## config.mk

```make
export PLATFORM = sky130hd
export DESIGN_NAME = priority_arbiter_8_flat
export DESIGN_NICKNAME = d
export VERILOG_FILES = /design/src/rtl/priority_arbiter_8_if.sv /design/src/rtl/priority_arbiter_8.sv /design/src/flat_wrapper.sv
export SDC_FILE = /design/constraint.sdc
export NUM_CORES = 1
export LEC_CHECK = 0
export CAP_MARGIN = 25
export CORE_MARGIN = 2
export CORE_UTILIZATION = 35
export DETAILED_ROUTE_END_ITERATION = 10
export HOLD_SLACK_MARGIN = 0.12
export MAX_ROUTING_LAYER = met4
export PLACE_DENSITY = 0.68
export SYNTH_ARGS = -nofsm -noshare
export SYNTH_HDL_FRONTEND = slang
export SYNTH_SLANG_ARGS = --single-unit
```

## constraint.sdc

```tcl
create_clock -name clk -period 5 [get_ports clk]
set_clock_uncertainty 0.1 [all_clocks]
set_input_delay 1 -clock clk [delete_from_list [all_inputs] [get_ports clk]]
set_output_delay 1 -clock clk [all_outputs]
set_load 0.01 [all_outputs]
```

## src/rtl/priority_arbiter_8_if.sv

```systemverilog
// rtl/priority_arbiter_8_if.sv - request/grant bundle for priority_arbiter_8
//
// Purpose: groups the arbiter request inputs and registered grant outputs.
// Signals:
//   arb_en    : 1  requester side -> arbiter, allows new grants
//   req       : 8  requester side -> arbiter, req[7] highest priority
//   gnt       : 8  arbiter -> requester side, one-hot grant
//   gnt_id    : 3  arbiter -> requester side, binary index of the grant
//   gnt_valid : 1  arbiter -> requester side, high while gnt != 0
//   timeout   : 1  arbiter -> requester side, one-cycle forced-release pulse
// Modports: master (requester side), slave (arbiter).
interface priority_arbiter_8_if;
  logic       arb_en;
  logic [7:0] req;
  logic [7:0] gnt;
  logic [2:0] gnt_id;
  logic       gnt_valid;
  logic       timeout;

  modport master (
    output arb_en,
    output req,
    input  gnt,
    input  gnt_id,
    input  gnt_valid,
    input  timeout
  );

  modport slave (
    input  arb_en,
    input  req,
    output gnt,
    output gnt_id,
    output gnt_valid,
    output timeout
  );
endinterface

```

## src/rtl/priority_arbiter_8.sv

```systemverilog
// rtl/priority_arbiter_8.sv - 8-way fixed-priority non-preemptive arbiter
//
// Purpose: IDLE/GRANT/RELEASE arbiter; req[7] wins over lower indices, a
// grant is held until its request drops, then one idle RELEASE cycle.
// Ports:
//   clk   : clock, rising edge
//   rst_n : asynchronous active-low reset
//   bus   : priority_arbiter_8_if.slave (arb_en, req in; gnt, gnt_id,
//           gnt_valid, timeout out, all outputs registered)
// Parameter: MAX_HOLD (2..256) hold limit in cycles, watchdog builds only.
// Macro: ARB_TIMEOUT_EN compiles in the hold-limit watchdog and eviction
// mask; without it grants are held indefinitely and timeout is tied 0.
module priority_arbiter_8 #(
  parameter int unsigned MAX_HOLD = 16
) (
  input logic                clk,
  input logic                rst_n,
  priority_arbiter_8_if.slave bus
);

  localparam logic [1:0] ST_IDLE    = 2'b00;
  localparam logic [1:0] ST_GRANT   = 2'b01;
  localparam logic [1:0] ST_RELEASE = 2'b10;

  logic [1:0] r_state;
  logic [7:0] r_gnt;
  logic [2:0] r_gnt_id;
  logic       r_gnt_valid;

  logic [7:0] w_cand;
  logic [2:0] w_win_id;
  logic       w_hold;
  logic       w_expire;
  logic       w_decide;

  // Highest set bit wins: later (higher) indices overwrite earlier ones.
  function automatic logic [2:0] f_prio_enc(input logic [7:0] v);
    logic [2:0] id;
    id = 3'd0;
    for (int i = 0; i < 8; i++) begin
      if (v[i]) id = 3'(i);
    end
    return id;
  endfunction

`ifdef ARB_TIMEOUT_EN
  logic [7:0] r_hold_cnt;
  logic [7:0] r_mask;
  logic       r_timeout;
  logic [7:0] w_unmasked;

  // The evicted requester is skipped only if someone else is asking;
  // a lone masked requester is still served.
  assign w_unmasked = bus.req & ~r_mask;
  assign w_cand     = (w_unmasked != 8'h00) ? w_unmasked : bus.req;
  assign w_expire   = (r_hold_cnt == 8'(MAX_HOLD - 1));
`else
  assign w_cand     = bus.req;
  assign w_expire   = 1'b0;
`endif

  assign w_win_id = f_prio_enc(w_cand);
  assign w_hold   = bus.req[r_gnt_id];
  assign w_decide = bus.arb_en && (bus.req != 8'h00);

  always_ff @(posedge clk or negedge rst_n) begin
    if (!rst_n) begin
      r_state     <= ST_IDLE;
      r_gnt       <= 8'h00;
      r_gnt_id    <= 3'd0;
      r_gnt_valid <= 1'b0;
    end else begin
      case (r_state)
        ST_IDLE: begin
          if (w_decide) begin
            r_state     <= ST_GRANT;
            r_gnt       <= 8'b1 << w_win_id;
            r_gnt_id    <= w_win_id;
            r_gnt_valid <= 1'b1;
          end
        end
        ST_GRANT: begin
          // arb_en is deliberately ignored here; only the owner's request
          // (or the watchdog) ends the grant.
          if (!w_hold || w_expire) begin
            r_state     <= ST_RELEASE;
            r_gnt       <= 8'h00;
            r_gnt_id    <= 3'd0;
            r_gnt_valid <= 1'b0;
          end
        end
        ST_RELEASE: begin
          r_state <= ST_IDLE;
        end
        default: begin
          r_state     <= ST_IDLE;
          r_gnt       <= 8'h00;
          r_gnt_id    <= 3'd0;
          r_gnt_valid <= 1'b0;
        end
      endcase
    end
  end

`ifdef ARB_TIMEOUT_EN
  always_ff @(posedge clk or negedge rst_n) begin
    if (!rst_n) begin
      r_hold_cnt <= 8'h00;
      r_mask     <= 8'h00;
      r_timeout  <= 1'b0;
    end else begin
      r_timeout <= 1'b0;
      case (r_state)
        ST_IDLE: begin
          if (w_decide) begin
            r_hold_cnt <= 8'h00;
            r_mask     <= 8'h00;
          end
        end
        ST_GRANT: begin
          r_hold_cnt <= r_hold_cnt + 8'd1;
          // Forced release only when the owner still wants the bus;
          // a natural drop on the same edge is a normal release.
          if (w_hold && w_expire) begin
            r_timeout <= 1'b1;
            r_mask    <= r_gnt;
          end
        end
        default: begin
        end
      endcase
    end
  end

  assign bus.timeout = r_timeout;
`else
  assign bus.timeout = 1'b0;
`endif

  assign bus.gnt       = r_gnt;
  assign bus.gnt_id    = r_gnt_id;
  assign bus.gnt_valid = r_gnt_valid;

endmodule

```

## src/flat_wrapper.sv

```systemverilog
// flat-port wrapper written by rule: the top's interface ports become plain ports
module priority_arbiter_8_flat 
#(
  parameter int unsigned MAX_HOLD = 16
)
  (clk, rst_n, bus_arb_en, bus_req, bus_gnt, bus_gnt_id, bus_gnt_valid, bus_timeout);
  priority_arbiter_8_if bus_i ();
  input logic clk;
  input logic rst_n;
  input wire logic [$bits(bus_i.arb_en)-1:0] bus_arb_en;
  input wire logic [$bits(bus_i.req)-1:0] bus_req;
  output wire logic [$bits(bus_i.gnt)-1:0] bus_gnt;
  output wire logic [$bits(bus_i.gnt_id)-1:0] bus_gnt_id;
  output wire logic [$bits(bus_i.gnt_valid)-1:0] bus_gnt_valid;
  output wire logic [$bits(bus_i.timeout)-1:0] bus_timeout;
  assign bus_i.arb_en = bus_arb_en;
  assign bus_i.req = bus_req;
  assign bus_gnt = bus_i.gnt;
  assign bus_gnt_id = bus_i.gnt_id;
  assign bus_gnt_valid = bus_i.gnt_valid;
  assign bus_timeout = bus_i.timeout;
  priority_arbiter_8 #(.MAX_HOLD(MAX_HOLD)) u_core (.clk(clk), .rst_n(rst_n), .bus(bus_i));
endmodule
```

Yosys cells after proc, flatten, opt, wreduce, memory -nomap -nowiden
Cells that the tools add are included.
{"block": "totals", "register_bits": 14, "inputBits": 11, "word_cells": 37, "output_inout_bits": 13}
{"block": "op_classes", "n_reduce_logical": 5, "order_cmp": 1, "n_mux": 21, "shifts": 1, "n_eq_ne": 4, "bitwise": 1}
{"cell": "$mux 3", "n": 8}
{"cell": "$pmux 8 s3", "n": 1}
{"cell": "$mux 8", "n": 2}
{"cell": "$pmux 3 s3", "n": 1}
{"cell": "$reduce_bool 8->1", "n": 1}
{"cell": "$shl 1x3->8 const A", "n": 1}
{"cell": "$lt 3x4->1 const B", "n": 1}
{"cell": "$mux 1", "n": 4}
{"cell": "$mux 2", "n": 2}
{"cell": "$pmux 2 s2", "n": 1}
{"cell": "$bmux 1 s3", "n": 1}
{"cell": "$pmux 1 s3", "n": 1}
{"cell": "$reduce_and 3->1", "n": 1}
{"cell": "$eq 2x1->1 const B", "n": 1}
{"cell": "$eq 2x2->1 const B", "n": 1}
{"cell": "$logic_not 2->1", "n": 1}
{"cell": "$ne 2x1->1 const B", "n": 1}
{"cell": "$ne 2x2->1 const B", "n": 1}
{"cell": "$reduce_and 2->1", "n": 1}
{"cell": "$logic_and 1x1->1", "n": 1}
{"cell": "$not 1->1", "n": 1}

Logic depth before layout (Yosys ltp)
Gate-level depths: netlist of run 1.
{"block": "depth", "depth_word": 10, "mapped_depth": 4}

Worst setup path after synthesis of run 1
No wires, ideal clock.
{"block": "synth_timing", "path_kind": "input to register", "from": "input port bus_req[3]", "to": "register u_core.r_gnt_id[0] (netlist: u_core.bus.gnt_id[0])", "n_path_buf": 0, "setup_time_ns": 0.121, "slack_ns": 2.689, "t_arrival_ns": 2.090, "cell_stages": 4, "path_cell_list": "mux4_1 nor2b_2 o32ai_4 a22o_2"}
{"block": "synth_between", "elab_chain_len": 7, "elab_cells_between_ends": 14, "cone_classes": "eq/ne: 2; mux: 9; reduce/logical: 3"}
{"item": "from (decl)", "line": "flat_wrapper.sv:11", "rtl": "input wire logic [$bits(bus_i.req)-1:0] bus_req;"}
{"item": "$mux 3 (5 in a row)", "line": "priority_arbiter_8.sv:41", "rtl": "if (v[i]) id = 3'(i);"}
{"item": "$mux 3", "line": "priority_arbiter_8.sv:75", "rtl": "if (w_decide) begin"}
{"item": "$pmux 3 s3", "line": "priority_arbiter_8.sv:73", "rtl": "case (r_state)"}
{"item": "to (signal assigned)", "line": "priority_arbiter_8.sv:78", "rtl": "r_gnt_id <= w_win_id;"}
{"item": "to (decl)", "line": "priority_arbiter_8.sv:27", "rtl": "logic [2:0] r_gnt_id;"}
Several ways; a longest one is shown, not always the timed one. The select of a mux whose other input is x is not followed.
A chain may end at the register's enable or synchronous reset.

Final worst setup path of run 1
{"block": "layout_timing", "from": "input port bus_req[6]", "to": "register u_core.r_gnt_id[0] (netlist: u_core.bus.gnt_id[0])"}
{"block": "layout_between", "elab_chain_len": 4, "elab_cells_between_ends": 11, "cone_classes": "eq/ne: 2; mux: 6; reduce/logical: 3"}
{"item": "$bmux 1 s3 (tied with other cells)", "line": "priority_arbiter_8.sv:63", "rtl": "assign w_hold = bus.req[r_gnt_id];"}
{"item": "$mux 1 (not written as such) (tied with other cells)", "line": "priority_arbiter_8.sv:63"}
{"item": "$ne 2x2->1 (no source line) (tied with other cells)"}
{"item": "$reduce_and 3->1 (no source line) or $pmux 3 s3 (tied branches)"}
Several ways; a longest one is shown, not always the timed one. The select of a mux whose other input is x is not followed.

==> results of run 1 <==
-- state kept, by name (all words and copies together) (netlist names) --
| register | count |
|---|---|
| u_core.r_state | 2 |
| u_core.bus.gnt_valid | 1 |
| u_core.bus.gnt_id | 3 |
| u_core.bus.gnt | 8 |
-- metrics by stage --
stage	total power [mW]	instance area [um2]	hold WS, ns	worst slack, ns	utilization, %
3_3_place_gp	0.401	1010	0.364	2.04	50.2
4_1_cts	0.485	1040	0.394	2.32	52.1
3_5_place_dp	0.404	1010	0.376	2.03	50.2
5_1_grt	0.518	1040	0.418	2.25	52.1
2_1_floorplan	0.312	759	0.377	2.69	-
6_report	0.484	1040	0.386	2.32	52.1
-- layer usage --
layer / part of all wire [%] / vias up / track usage, %
met5: 0 / - / -
li1: - / 305 / -
met2: 43 / 26 / 23.9
met4: 3.0 / 0 / 9.46
met3: 6.0 / 8 / 2.68
met1: 48 / 314 / 22.2
-- critical path: cells and delay by family --
kind	cells	cell delay [ns]
compound gates	2	0.45
buf+inv	1	0.52
simple gates	1	0.21
mux	1	0.59
-- cell usage in the layout, fill, tap and decap left out, drive strengths merged --
master / count
or4: 1
nand2b: 1
a211o: 1
o32ai: 1
clkdlybuf4s50: 22
a211oi: 2
o21ai: 1
a21o: 2
nor2b: 3
nand3: 1
nand2: 1
mux4: 1
inv: 3
o2bb2ai: 2
nor3b: 2
nor3: 4
nor2: 4
a32o: 5
dfrtp: 14
conb: 1
a21oi: 1
a22o: 4
mux2i: 1
clkbuf: 4
nor4: 2
o31ai: 2
mux2: 2
or3b: 1
-- cell families (layout without fill, tap and decap cells) --
| kind of cell | Yosys count | in the layout | synth area share [%] |
|---|---|---|---|
| buffers and inverters | 4 | 29 | 2.47 |
| multiplexers | 4 | 4 | 7.74 |
| flip-flops | 14 | 14 | 46.1 |
| AND/OR/NAND/NOR | 20 | 20 | 16.6 |
| AO/OA/AOI/OAI | 21 | 21 | 26.5 |
| other | 1 | 1 | 0.494 |
-- path summary, 6_finish.rpt --
kind                                      start                    to  slack [ns]  cells past startpoint
max                                  bus_req[6]  u_core.bus.gnt_id[0]        2.32                      5
min                        u_core.bus.gnt_valid  u_core.bus.gnt_valid        0.39                      1
max reg2reg                u_core.bus.gnt_id[0]  u_core.bus.gnt_id[0]        3.05                      4
min reg2reg                u_core.bus.gnt_valid  u_core.bus.gnt_valid        0.39                      1
max in group asynchronous                 rst_n  u_core.bus.gnt_id[1]        3.42                      1
min in group asynchronous                 rst_n     u_core.bus.gnt[6]        0.99                      1
-- power groups by stage --
stage                     Combinational (mW)  Clock, mW  Sequential [mW]
final                                  0.219     0.0834            0.182
after global routing                   0.240     0.0899            0.189
after CTS                              0.220     0.0829            0.182
after detailed placement               0.219          0            0.185
after global placement                 0.218          0            0.183
after floorplan                        0.123          0            0.189
-- cell type report --
cell class / count / area (um2) / area share (%)
timing repair buffer: 22 / 220 / 21.1
clock buffer: 4 / 36.3 / 3.48
inverter: 3 / 11.3 / 1.08
multi-input combinational: 46 / 390 / 37.5
sequential: 14 / 350 / 33.6
tap: 27 / 33.8 / 3.24
==> results.toml, run 1 <==
[run_status]
status = "finished, final reports clean"

[route]
route.detailed.wl_per_inst_um = 15.4
detail_route.drc_violations = 0
vias_per_cell = 5.63
detailedRoute.firstIterationViolations = 11
vias = 653
first_pass_iters = 4
drt_wl_total_um = 1790
antenna_left = 0

[timing]
worst_pin_slew_ns = 0.672
setup_viol = 0
grt_setup_unrepaired = "no"
hold_violations = 0
min_period_ns = 2.68
fmax_mhz = 373
worst_rel_slew_slack_pct = 54.8
final.setup.tns_ns = 0
pins_over_their_slew_limit = 0
final_period_util_pct = 53.7

[synthesis]
post-synth-top-area-fraction_pct = 46.1
synth_edf_count = 0
synthFlopType = "sky130_fd_sc_hd__dfrtp_1"
async_reset_ff_share_pct = 100
synth-seq-area-share_pct = 46.1
ys_types = 32
synth_cells = 64
post-synth-top-area-cell = "sky130_fd_sc_hd__dfrtp_1"
avg_synthesized_cell_area_um2 = 11.9
synth.net_count = 75
synth.ff_latch_count = 14
synth-warning-count = 0
yosys-top-cells-count = "sky130_fd_sc_hd__dfrtp_1, sky130_fd_sc_hd__a32o_1, sky130_fd_sc_hd__nor2_1, sky130_fd_sc_hd__nor3_1, sky130_fd_sc_hd__inv_1"
post-synth-top-count-cell = "sky130_fd_sc_hd__dfrtp_1"
post_synth_instance_area_um2 = 759
netlist_top_cells_area = "sky130_fd_sc_hd__dfrtp_1, sky130_fd_sc_hd__a32o_1, sky130_fd_sc_hd__o32ai_4"

[finish]
final-instance-count-excl-fill = 116
n_antenna_cell = 0
finalNetCount = 101
final.fill_count = 188
final_layout_size_suffix_gt1_share_pct = 15.7
syn2layout_area_growth_pct = 37.2

[setup_path]
crit_chain = "clkdlybuf4s50_1 > mux4_1 > nor2b_2 > o32ai_4 > a22o_2"
timing.critical_path.to_type = "flip-flop"
critPathMaxStageDelay_ns = 0.59
timing_worst_setup_path_type = "primary input to flip-flop"
highest_fanout_seen_on_the_critical_path = 10
master_of_the_slowest_instance_on_the_critical_path = "sky130_fd_sc_hd__mux4_1"
timing.critical_path.required_ns = 5.08
cp-start-kind = "primary input"
worstPathArrival_ns = 2.77

[power_and_ir_drop]
worst_ir_drop_vdd_uv = 253
internal_power_uw = 309
p_clk_share_pct = 17.2
leakage_nw = 0.420
power.sequential.fraction_pct = 37.6
p_switching_uw = 176
p_sw_share_pct = 36.3
power.density_cell_area_mw_per_mm2 = 465
comb_power_share_pct = 45.2

[clocking]
ctsLongestPathBuffers = 2
htreeDepth = 1
insertion_delay_ns = 0.29
clock_sink_count = 14
cts_tree = "yes"
number_of_clock_buffers_inserted_by_tritoncts = 3
post_cts.repair.setup_buffers = 0
cts.clk_slew.worst_paths_ns = 0.08
cts_hold_buf = 0
cts-resized-gates = 0
cts.root.buffer_cell = "sky130_fd_sc_hd__clkbuf_4"

[global_route]
vias_in_the_first_global_route = 644
gr-usage-all-layers_pct = 16.7
globalRouteOverflowTotal = 0
initial_antenna_violation_count = 0
maximum_number_of_pins_on_one_net_before_global_route_repair = 15
wire_length_of_the_first_global_routing_pass_um = 3060

[die]
core-area_mm2 = 0.00200
rows = 16
width_of_the_die_um = 50.6
top_level_ports = 24
initial_core_util_pct = 37.9
die_area_mm2 = 0.00256
die_height_um = 50.6

[placement]
hpwlAfterDp_um = 1360
portBuffers = 22
post-place-cells = 112
gpl.final_weighted_congestion = 0.869

[run]
drv.max_cap_violation_count = 0

[worst_hold_path]
hold_path_class = "flip-flop to flip-flop"
(Power assumes the default switching activity.)
==> run 2: changes to the inputs <==
- PLACE_DENSITY: 0.68 -> 0.71
- clock period: 5 -> 2.4 ns (I/O delays scaled with it)
==> run 2 against run 1 <==
Combinational power up 120%. Clock-buffer cell count down 1. Design area up 3.7%. First-iteration DRC count up 73%. Sequential cell count unchanged. Global-route usage up 1.6 points. Hold slack better by 0.013 ns. Critical endpoint is now u_core.bus.gnt[3]. Largest cell class unchanged.
==> results.toml, run 2 (synthesized netlist as in run 1, its figures left out) <==
[timing]
fmax_mhz = 472
fin_worst_hold_slack_ns = 0.399
final_period_util_pct = 88.3
worst_rel_slew_slack_pct = 57.3
pins_over_their_slew_limit = 0
hold_violations = 0
min_period_ns = 2.12
setup_viol = 0
grt_setup_unrepaired = "no"
worst_pin_slew_ns = 0.638

[setup_path]
worstPathArrival_ns = 2.20
timing.critical_path.required_ns = 2.48
r2r_start = "u_core.bus.gnt_id[0]"
cp-start-kind = "primary input"
startpoint = "bus_req[3]"
timing.critical_path.to_type = "flip-flop"
highest_fanout_seen_on_the_critical_path = 10
timing_worst_setup_path_type = "primary input to flip-flop"

[clocking]
cts-resized-gates = 0
post_cts.repair.setup_buffers = 0
cts_hold_buf = 0
cts.clk_slew.worst_paths_ns = 0.08
number_of_clock_buffers_inserted_by_tritoncts = 3
insertion_delay_ns = 0.29
cts_tree = "yes"
cts.root.buffer_cell = "sky130_fd_sc_hd__clkbuf_4"
clock_sink_count = 14
ctsLongestPathBuffers = 2
htreeDepth = 1

[finish]
n_antenna_cell = 0
commonest_non_fill_non_tap_cell_in_the_layout = "sky130_fd_sc_hd__clkdlybuf4s50_1"
syn2layout_area_growth_pct = 42.3
final.fill_count = 184
regArea_um2 = 350
multi_input_area_um2 = 390
mostFrequentLayoutCells = "sky130_fd_sc_hd__clkdlybuf4s50_1, sky130_fd_sc_hd__dfrtp_1, sky130_fd_sc_hd__buf_4, sky130_fd_sc_hd__a32o_1"
final_core_utilization_pct = 54.0
largest_reg_flops = 8
final_layout_size_suffix_gt1_share_pct = 21.1
finalNetCount = 108

[global_route]
busiest_layer = "met2"
wire_length_of_the_first_global_routing_pass_um = 3320
initial_antenna_violation_count = 0
maximum_number_of_pins_on_one_net_before_global_route_repair = 15
globalRouteOverflowTotal = 0
gr-usage-all-layers_pct = 18.2
vias_in_the_first_global_route = 678
global_route.usage.met1_pct = 24.2
globalRouteMet2Util_pct = 25.7
met3_resource_use_gr_pct = 3.87

[power_and_ir_drop]
design_power_total_uw = 989
worst_ir_drop_vdd_uv = 392
leakage_nw = 0.447
power.density_cell_area_mw_per_mm2 = 915

[die]
top_level_ports = 24
die_area_mm2 = 0.00256
width_of_the_die_um = 50.6
rows = 16
core-area_mm2 = 0.00200
initial_core_util_pct = 37.9
die_height_um = 50.6

[placement]
hpwlAfterDp_um = 1520
portBuffers = 22
gpl.final_weighted_congestion = 0.862

[worst_hold_path]
worst_hold_startpoint = "u_core.bus.gnt[7]"
hold_path_class = "flip-flop to flip-flop"

[route]
first_pass_iters = 4
antenna_left = 0
drt_wl_total_um = 2010
vias = 683
route.detailed.wl_per_inst_um = 16.5
vias_per_cell = 5.60
detail_route.drc_violations = 0
detailedRoute.firstIterationViolations = 19

[run_status]
status = "finished, final reports clean"

[run]
drv.max_cap_violation_count = 0
-- run 2: cell types whose count changed in the layout (fill, tap and decap cells not counted) --
cell,delta
sky130_fd_sc_hd__buf_4,+7
sky130_fd_sc_hd__clkbuf_8,-1
-- run 2: cell type report --
type                    count  area share (%)
multi-input cells          46            36.1
flip-flops and latches     14            32.4
repair buffers             29            25.2
well taps                  27            3.12
clock buffers               3            2.08
inverters                   3            1.04
-- run 2: critical path, stage by stage --
cell                              delay, ns
sky130_fd_sc_hd__clkdlybuf4s50_1       0.47
sky130_fd_sc_hd__mux4_1                0.58
sky130_fd_sc_hd__nor2b_2               0.21
sky130_fd_sc_hd__o32ai_4               0.15
sky130_fd_sc_hd__a22o_2                0.30
-- run 2: where the power goes --
| group | internal, mW | switching [mW] | total [mW] |
|---|---|---|---|
| clock network | 0.0584 | 0.0768 | 0.135 |
| registers | 0.302 | 0.0790 | 0.381 |
| logic | 0.260 | 0.213 | 0.473 |
-- run 2: worst paths after layout --
| check | to | depth (start not counted) | slack [ns] |
|---|---|---|---|
| setup / recovery | u_core.bus.gnt[3] | 5 | 0.28 |
| hold / removal | u_core.bus.gnt[7] | 1 | 0.40 |
| setup reg to reg | u_core.bus.gnt[3] | 4 | 0.44 |
| hold reg to reg | u_core.bus.gnt[7] | 1 | 0.40 |
| max in group asynchronous | u_core.bus.gnt[4] | 1 | 1.31 |
| min in group asynchronous | u_core.bus.gnt_id[2] | 1 | 0.48 |
-- run 2: metrics by stage --
step	TNS (ns)	instances	setup WS (ns)	instance area (um2)
2_1_floorplan	0	64	0.551	759
3_3_place_gp	0	119	0.0407	1060
3_5_place_dp	-0.00109	119	-0.00109	1060
4_1_cts	0	122	0.289	1080
5_1_grt	0	122	0.212	1080
6_report	0	122	0.281	1080
-- run 2: routing by layer --
metal,share of wire (%),vias to the layer above
met2,44,29
met4,2.6,0
met1,48,329
li1,-,318
met5,0,-
met3,5.9,7
==> run 3: changes to the inputs <==
- CTS_CLUSTER_SIZE: unset -> 10
==> results of run 3 <==
Same layout as run 2: the final DEF is identical, and so are final timing and power.
